## src/rtl/button_conditioner.sv

```systemverilog
// Per-channel synchroniser + debouncer producing a clean level and 1-cycle press/release pulses.
// Optional anti-mash rejection of simultaneous presses under BTN_MULTI_REJECT_EN.
module button_conditioner #(
  parameter int unsigned N_BTN           = 8,
  parameter int unsigned SYNC_STAGES     = 2,
`ifdef SIMULATION
  parameter int unsigned DEBOUNCE_CYCLES = 4
`else
  parameter int unsigned DEBOUNCE_CYCLES = 1000
`endif
) (
  input  logic             clk,
  input  logic             rst_n,
  input  logic [N_BTN-1:0] btn_raw,
  output logic [N_BTN-1:0] btn_level,
  output logic [N_BTN-1:0] btn_press,
  output logic [N_BTN-1:0] btn_release,
  output logic             any_press,
  output logic             multi_press
);

  localparam int unsigned   CW      = $clog2(DEBOUNCE_CYCLES) + 1;
  localparam logic [CW-1:0] CNT_MAX = CW'(DEBOUNCE_CYCLES - 1);

  logic [N_BTN-1:0] synced;
  logic [N_BTN-1:0] level_q;
  logic [N_BTN-1:0] accept;
  logic [N_BTN-1:0] rise;
  logic [N_BTN-1:0] fall;
  logic [N_BTN-1:0] press_d;
  logic             multi_d;

  for (genvar i = 0; i < N_BTN; i++) begin : g_ch
    logic [SYNC_STAGES-1:0] sync_q;
    logic [CW-1:0]          cnt_q;
    logic                   lvl_q;

    always_ff @(posedge clk or negedge rst_n) begin
      if (!rst_n) begin
        sync_q <= '0;
      end else begin
        sync_q <= {sync_q[SYNC_STAGES-2:0], btn_raw[i]};
      end
    end

    assign synced[i] = sync_q[SYNC_STAGES-1];
    assign accept[i] = (synced[i] != lvl_q) && (cnt_q == CNT_MAX);

    // Counter only runs while synced disagrees with the level; any agreeing
    // sample restarts it, so a short glitch never accumulates.
    always_ff @(posedge clk or negedge rst_n) begin
      if (!rst_n) begin
        cnt_q <= '0;
        lvl_q <= 1'b0;
      end else if (synced[i] == lvl_q) begin
        cnt_q <= '0;
      end else if (cnt_q == CNT_MAX) begin
        lvl_q <= synced[i];
        cnt_q <= '0;
      end else begin
        cnt_q <= cnt_q + CW'(1);
      end
    end

    assign level_q[i] = lvl_q;
  end

  assign rise = accept & synced;
  assign fall = accept & ~synced;

  always_comb begin
    press_d = rise;
    multi_d = 1'b0;
`ifdef BTN_MULTI_REJECT_EN
    // Two or more bits set <=> clearing the lowest set bit leaves a non-zero value.
    if ((rise & (rise - N_BTN'(1))) != '0) begin
      press_d = '0;
      multi_d = 1'b1;
    end
`endif
  end

  // Pulses are registered on the same edge that updates the level, so they
  // line up with the first cycle the new level is visible.
  always_ff @(posedge clk or negedge rst_n) begin
    if (!rst_n) begin
      btn_press   <= '0;
      btn_release <= '0;
      any_press   <= 1'b0;
      multi_press <= 1'b0;
    end else begin
      btn_press   <= press_d;
      btn_release <= fall;
      any_press   <= |press_d;
      multi_press <= multi_d;
    end
  end

  assign btn_level = level_q;

endmodule

```

## config.mk

```make
export PLATFORM = sky130hd
export DESIGN_NAME = button_conditioner
export DESIGN_NICKNAME = d
export VERILOG_FILES = /design/src/rtl/button_conditioner.sv
export SDC_FILE = /design/constraint.sdc
export NUM_CORES = 1
export LEC_CHECK = 0
export CORE_MARGIN = 10
export CORE_UTILIZATION = 43
export CTS_BUF_LIST = sky130_fd_sc_hd__clkbuf_4
export CTS_CLUSTER_DIAMETER = 150
export DETAILED_ROUTE_END_ITERATION = 6
export PLACE_DENSITY = 0.65
export SLEW_MARGIN = 20
export SYNTH_ARGS = -nofsm -noshare
export SYNTH_HDL_FRONTEND = slang
export SYNTH_SLANG_ARGS = --single-unit
```

## constraint.sdc

```tcl
create_clock -name clk -period 2.25 [get_ports clk]
set_input_delay 0.225 -clock clk [delete_from_list [all_inputs] [get_ports clk]]
set_output_delay 0.225 -clock clk [all_outputs]
set_load 0.03 [all_outputs]
```

Word level (Yosys, flattened, before mapping) --
Index checks and enable logic that the tools add are counted.
Cells by class: add/subtract/negate cells 8, equal/unequal tests 24, mux-type cells 16, bitwise operators 11, reduce and logical (&&, ||, !) cells 17
Operators with widths (number):
- 11-bit two-way mux | 16
- 11-bit by 1-bit adder with 11-bit output (second input constant) | 8
- 11-bit by 10-bit == test with 1-bit output (second input constant) | 8
- 8-bit AND | 2
- 2-bit AND reduction | 8
- 1-bit == test | 8
- 1-bit logical AND | 8
- 1-bit inequality test | 8
- 1-bit inverter | 8
- 8-bit inverter | 1
- 8-bit OR reduction | 1
Storage, ports and cells: flip-flop bits (word level) 129, output and inout port bits 26

Depth between registers and ports, before layout --
Gate-level depths: netlist of run 1.
depth in word-level cells 4, mapped depth 6, gate-level depth less buffers 5

Worst setup path after synthesis of run 1 --
No wires, ideal clock.
path type reg-to-reg, start register g_ch[5].cnt_q[0], end register any_press, arrival time 1889 ps, required time 2111 ps, setup slack 223 ps, stages on the path, launching flop included 6, path buffers 0, cells stage by stage dfrtp_1 > ha_1 > nor4bb_1 > and4_4 > or4_1 > or4b_1
Between the ends: cells in the longest elaborated chain, start to end 4
RTL lines:
- start, declared | RTL line 35 | logic [CW-1:0] cnt_q;
- start signal, assigned | RTL line 61 | cnt_q <= cnt_q + CW'(1);
- 11-bit by 10-bit == test with 1-bit output | RTL line 47 | assign accept[i] = (synced[i] != lvl_q) && (cnt_q == CNT_MAX);
- 1-bit logical AND | RTL line 47
- 8-bit AND | RTL line 68 | assign rise = accept & synced;
- named net press_d[5] | RTL line 30 | logic [N_BTN-1:0] press_d;
- 8-bit OR reduction | RTL line 94 | any_press <= |press_d;
- end signal, assigned | RTL line 94
- end, declared | RTL line 18 | output logic any_press,
The timed path passes the listed nets, and every way through them passes these cells. A chain may end at the register's enable or synchronous reset.

Worst setup path after layout of run 1 --
Ends and elaborated chain as after synthesis.

==> results.toml, run 1 <==
[status]
outcome = "complete, no violations"

[synth]
synth_top_area_share = 0.5742
synth.net_count = 506
netlist_area_um2 = 5622
yosysWarnings = 0
ys_top_cells_by_area = "dfrtp_1 (57%), xor2_1 (9.8%), nor2_1 (5.6%)"
synth_common_cells = "dfrtp_1 (129), nor2_1 (84), xor2_1 (63)"
post-synth-top-count-cell = "dfrtp_1"
post_synth_num_cell_types = 42
synth_flop_cell = "dfrtp_1"
ys_seq_area_frac = 0.5742
async_reset_ff_frac = 1.000
syn_inst = 488
synth_top_area_cell = "dfrtp_1"
synth-edff-count = 0
syn_avg_cell_area_um2 = 11.52
synth-seq-cells = 129

[cts]
clk_pin_slew_ns = 0.11
clock-sinks = 129
numCtsBuffers = 17
cts_buffer_depth = 2
root_buffer = "clkbuf_4"
cts_tree = "yes"
clkLatencyLatePin_ns = 0.53
post-cts-setup-buffer-count = 0
htree_levels = 4

[critical_path]
endpoint_kind = "flop"
crit_required_ns = 2.65
crit_chain = "ha_1, nor4bb_1, and4_4, or4_1, or4b_1"
r2r-end = "any_press"
cp-startpoint = "g_ch[5].cnt_q[0]"
worstPathMaxFanout = 6
critPathKind = "flop to flop"
cp_slowest_cell = "or4b_1"
crit_end = "any_press"
r2r_slack_ns = 0.17
rr_worst_depth = 5
crit_arrival_ns = 2.48
slowest_delay_ns = 0.49
r2r_start = "g_ch[5].cnt_q[0]"
critPathLaunchType = "flop"

[place]
pre_cts_ws_ns = 0.1491
hpwlAfterDp_mm = 6.906
io_buffers = 34
dpl_cell_area_um2 = 6161
globalplace.congestion = 0.8571

[timing]
fin_crit_ns = 2.080
hold-worst-slack_ns = 0.1198
maxSlewViolCount = 0
setup_viol = 0
timing.fmax_mhz = 480.9
finClkSkew_ns = 0.01759
layout_setup_ws_ns = 0.1705
tightest_slew_ns = 0.5662
period_share = 0.9242
finalSetupTns_ns = 0
relSlewSlack = 0.6226
finalHoldViolCount = 0
rsz0062_at_grt = "no"

[floorplan]
die_height_um = 134.3
dieArea_um2 = 18050
ioPinCount = 36
core.rowCount = 41
fp.dieW_um = 134.3
coreArea_um2 = 12720
initial_utilization = 0.4419

[grt]
antenna_found_initial = 0
grt-ovfl-total = 0
grt_max_degree = 51
grt_pass1_vias = 3773
grt_pass1_wl_mm = 17.30
grt_usage = 0.1173

[drt]
dr.pass1.iters = 4
drt-wirelength-per-cell_um = 13.64
drcViolationCount = 0
drtAntennaViolNets = 0
vias = 3622
routed_via_density = 5.024
drtIter0Drc = 253
routed_wl_mm = 9.836

[power]
p_clk_frac = 0.346
power.density_nw_per_um2 = 619.5
seq_power_share = 0.609
pwr-share-comb = 0.045
internal-power_mw = 3.036
vdd_ir_drop_max_mv = 0.3576
p_sw_uw = 936.6
sw_frac_of_total = 0.2358
power.leakage_nw = 2.931

[worst_hold_path]
worstHoldStart = "btn_raw[7]"
hp-class = "primary input to flop"

[layout]
final_cell_area_um2 = 6412
nNetsFinal = 554
areaGrowthSynthToFinish_pct = 14.07
drive_gt1_frac = 0.08561
antenna_cells = 0

[run]
cap_violations = 0
## placed cells by master, fill, tap and decap left out, drive strengths merged, types with 8 or more instances in the layout
cell type | synthesis | final
dfrtp | 129 | 129
nor2 | 84 | 84
xor2 | 63 | 63
nand3 | 33 | 33
clkdlybuf4s50 | 0 | 33
clkbuf | 1 | 23
nand2 | 20 | 20
nand4 | 19 | 19
and4 | 17 | 17
xnor2 | 16 | 16
and3 | 15 | 15
mux2 | 8 | 8
ha | 8 | 8
clkinv | 0 | 8
## how the worst min path moves through the flow
| stage | cells after the start | slack [ns] | end |
|---|---|---|---|
| after floorplan | 0 | -0.07 | any_press |
| after global placement | 1 | 0.26 | g_ch[6].cnt_q[3] |
| after detailed placement | 1 | 0.27 | g_ch[6].cnt_q[3] |
| after CTS | 1 | 0.07 | g_ch[7].sync_q[0] |
| after global routing | 1 | 0.06 | g_ch[0].sync_q[0] |
| final | 1 | 0.12 | g_ch[7].sync_q[0] |
## power groups by stage
stage	combinational [mW]	sequential (mW)	clock (mW)
after CTS	0.183	2.42	1.44
final	0.177	2.42	1.37
after floorplan	0.0885	2.45	0
after global placement	0.179	2.46	0
after detailed placement	0.181	2.47	0
after global routing	0.205	2.43	1.54
## metal layers
layer | part of all wire | track usage
met1 | 0.46 | 0.1376
met2 | 0.47 | 0.1882
met3 | 0.050 | 0.04817
met4 | 0.016 | 0.04414
met5 | 0 | 0
## state kept, by name, indices dropped and copies added, names as in the netlist
signal / cells
btn_press: 8
g_ch.lvl_q: 8
g_ch.sync_q: 16
btn_release: 8
any_press: 1
g_ch.cnt_q: 88
## per-stage QoR
stage | instances | util | power, mW
5_1_grt | 721 | 0.5040 | 4.178
6_report | 721 | 0.5040 | 3.972
3_5_place_dp | 688 | 0.4843 | 2.646
3_3_place_gp | 688 | 0.4843 | 2.642
2_1_floorplan | 488 | - | 2.542
4_1_cts | 721 | 0.5038 | 4.046
## what timing repair did
action / in CTS / in global routing
resized for setup: 0 / 1
hold buffers: 1 / 0
setup endpoints to repair: 0 / 1
hold endpoints to repair: 41 / 0
## critical path, delay by kind of cell, from the launching register on
kind / cells / cell delay, ns
and+or+nand+nor: 4 / 1.29
DFF: 1 / 0.44
adders and majority gates: 1 / 0.24
## area by class of cell
type | instances | area, µm²
Tap cell | 172 | 215.2
Inverter | 5 | 18.77
Clock buffer | 23 | 172.7
Clock inverter | 9 | 66.31
Multi-Input combinational cell | 343 | 2301
Fill cell | 1198 | 6310
Timing Repair Buffer | 40 | 410.4
Sequential cell | 129 | 3228
## kinds of logic after synthesis
family | synth area share
AO/OA/AOI/OAI | 0.004675
XOR/XNOR | 0.1231
adder cells (fa/ha/maj) | 0.01781
buffers and inverters | 0.01691
flip-flops | 0.5742
multiplexers | 0.01603
other | 0.0006671
AND/OR/NAND/NOR | 0.2466
Power figures use the tool's default switching activity.
==> run 2, diff against run 1 <==
--- a/config.mk
+++ b/config.mk
@@ -11,7 +11,7 @@
 export CTS_CLUSTER_DIAMETER = 150
 export DETAILED_ROUTE_END_ITERATION = 6
 export PLACE_DENSITY = 0.65
-export SLEW_MARGIN = 20
+export SLEW_MARGIN = 25
 export SYNTH_ARGS = -nofsm -noshare
 export SYNTH_HDL_FRONTEND = slang
 export SYNTH_SLANG_ARGS = --single-unit
==> results of run 2 <==
Final layout, timing and power as in run 1 (identical DEF).
==> run 3, diff against run 2 <==
--- a/config.mk
+++ b/config.mk
@@ -5,6 +5,7 @@
 export SDC_FILE = /design/constraint.sdc
 export NUM_CORES = 1
 export LEC_CHECK = 0
+export CORE_ASPECT_RATIO = 0.8
 export CORE_MARGIN = 10
 export CORE_UTILIZATION = 43
 export CTS_BUF_LIST = sky130_fd_sc_hd__clkbuf_4
==> run 3 against run 2 <==
Cell area increased by 0.64%. Total power increased by 5.8%. First-iteration DRC count decreased by 11%. Sequential power about the same. Count of clock-buffer cells in the layout decreased by 4. Clock power increased by 17%. Critical path depth unchanged. Combinational power about the same. Register-to-register slack improved by 0.02 ns. Final cell count increased by 0.28%. Die area increased by 0.16%. Flip-flop and latch count unchanged.
==> results.toml, run 3 (synthesis results as in run 1) <==
[timing]
tightest_slew_ns = 0.5843
period_share = 0.9141
finClkSkew_ns = 0.01318
relSlewSlack = 0.6069
finalSetupTns_ns = 0
rsz0062_at_grt = "no"
maxSlewViolCount = 0
fin_crit_ns = 2.057
timing.fmax_mhz = 486.2
finalHoldViolCount = 0
setup_viol = 0

[layout]
final_cells = 723
areaGrowthSynthToFinish_pct = 14.80
antenna_cells = 0
nNetsFinal = 553
top_register = "g_ch.cnt_q"
layout.cells.most_common = "dfrtp_1"
largest_register_ffs = 88
reg_top3 = "g_ch.cnt_q x88, g_ch.sync_q x16"
drive_gt1_frac = 0.08212
final_cell_mix = "dfrtp_1 (129), nor2_1 (84), xor2_1 (63), nand3_1 (33), clkdlybuf4s50_1 (33)"

[power]
p_clk_frac = 0.381
internal-power_mw = 3.209
power.leakage_nw = 2.934
p_sw_uw = 992.9
sw_frac_of_total = 0.2363
vdd_ir_drop_max_mv = 0.3917
seq_power_share = 0.576
pwr-share-comb = 0.043
power.density_nw_per_um2 = 651.1

[floorplan]
dieArea_um2 = 18080
initial_utilization = 0.4384
ioPinCount = 36
coreArea_um2 = 12820
fp.dieW_um = 147.8
core.rowCount = 37
die_height_um = 122.3

[place]
hpwlAfterDp_mm = 6.920
dp.cells = 690
io_buffers = 34
globalplace.congestion = 0.8210

[critical_path]
endpoint_kind = "flop"
crit_required_ns = 2.64
crit_end = "any_press"
r2r-end = "any_press"
cp-startpoint = "g_ch[6].cnt_q[0]"
crit_arrival_ns = 2.45
critPathKind = "flop to flop"
rr_worst_depth = 5
r2r_slack_ns = 0.19
critPathLaunchType = "flop"
worstPathMaxFanout = 6
r2r_start = "g_ch[6].cnt_q[0]"

[grt]
grt-ovfl-total = 0
grt_pass1_vias = 3545
antenna_found_initial = 0
grt_pass1_wl_mm = 17.31
grt_max_degree = 55
grt_usage = 0.1180

[status]
outcome = "complete, no violations"

[cts]
numCtsBuffers = 17
clk_pin_slew_ns = 0.11
clock-sinks = 129
htree_levels = 4
cts_tree = "yes"
ctsResizeCount = 0
cts_buffer_depth = 2
root_buffer = "clkbuf_4"
post-cts-setup-buffer-count = 0
clkLatencyLatePin_ns = 0.52

[drt]
routedLengthMet1_mm = 4.945
drcViolationCount = 0
drtAntennaViolNets = 0
met3WireLength_um = 510
drtIter0Drc = 224
dr.pass1.iters = 7
vias = 3608
routed_via_density = 4.990
routed-wl-met2_mm = 4.320
drt-wirelength-per-cell_um = 13.71
highest-signal-layer = "met4"
routed_wl_mm = 9.914

[worst_hold_path]
hp-class = "primary input to flop"

[run]
cap_violations = 0
run 3: cell count changes in the layout (fill, tap and decap cells not counted), sizes merged:
cell	previous run	this run
buf	6	5
clkbuf	23	19
clkinv	8	7
bufinv	1	3
clkinvlp	0	3
run 3: layout make-up:
| cell class | count | area, µm² |
|---|---|---|
| clock inverters | 13 | 143.9 |
| multi-input cells | 343 | 2298 |
| flip-flops and latches | 129 | 3228 |
| fillers | 1163 | 6370 |
| repair buffers | 39 | 402.9 |
| clock buffers | 19 | 142.6 |
| well taps | 175 | 219.0 |
| inverters | 5 | 18.77 |
run 3: power groups by stage:
stage	registers, mW	clock network (mW)	logic [mW]
5_1_grt	2.43	1.76	0.211
4_1_cts	2.42	1.66	0.186
3_5_place_dp	2.47	0	0.183
6_report	2.42	1.60	0.179
2_1_floorplan	2.45	0	0.0885
3_3_place_gp	2.46	0	0.180
run 3: worst min path at each step:
stage               start  slack, ns  depth (start not counted)                 to
2_1_floorplan       rst_n      -0.07                          0          any_press
3_3_place_gp        rst_n       0.25                          1  g_ch[7].sync_q[0]
3_5_place_dp        rst_n       0.26                          1  g_ch[7].sync_q[0]
4_1_cts        btn_raw[2]        0.1                          1  g_ch[2].sync_q[0]
5_1_grt        btn_raw[6]       0.08                          1  g_ch[6].sync_q[0]
6_report       btn_raw[5]       0.13                          1  g_ch[5].sync_q[0]
run 3: what timing repair did:
item,in CTS,in global routing
hold buffers,1,0
hold endpoints to repair,39,0
setup endpoints to repair,0,0
run 3: critical path, stage by stage (launching register included):
cell and delay [ns]:
dfrtp_1 0.45, ha_1 0.30, nand4bb_1 0.14, nor4_1 0.07
or4_1 0.50, or4b_1 0.47
run 3: per-stage QoR:
step           worst slack [ns]  hold WS, ns  instance area (µm²)  power [mW]  utilization
6_report                 0.1933       0.1299                 6454       4.202       0.5033
3_5_place_dp             0.2230       0.2642                 6157       2.649       0.4801
4_1_cts                  0.1857      0.09594                 6454       4.270       0.5033
5_1_grt                 0.07523      0.07522                 6454       4.409       0.5033
3_3_place_gp             0.2436       0.2485                 6157       2.643       0.4801
2_1_floorplan            0.2228     -0.07059                 5622       2.542            -
run 3: per-layer routing:
metal,vias up,track usage
li1,1771,-
met1,1769,0.1629
met2,56,0.1659
met3,12,0.03935
met4,0,0.05192
met5,-,0
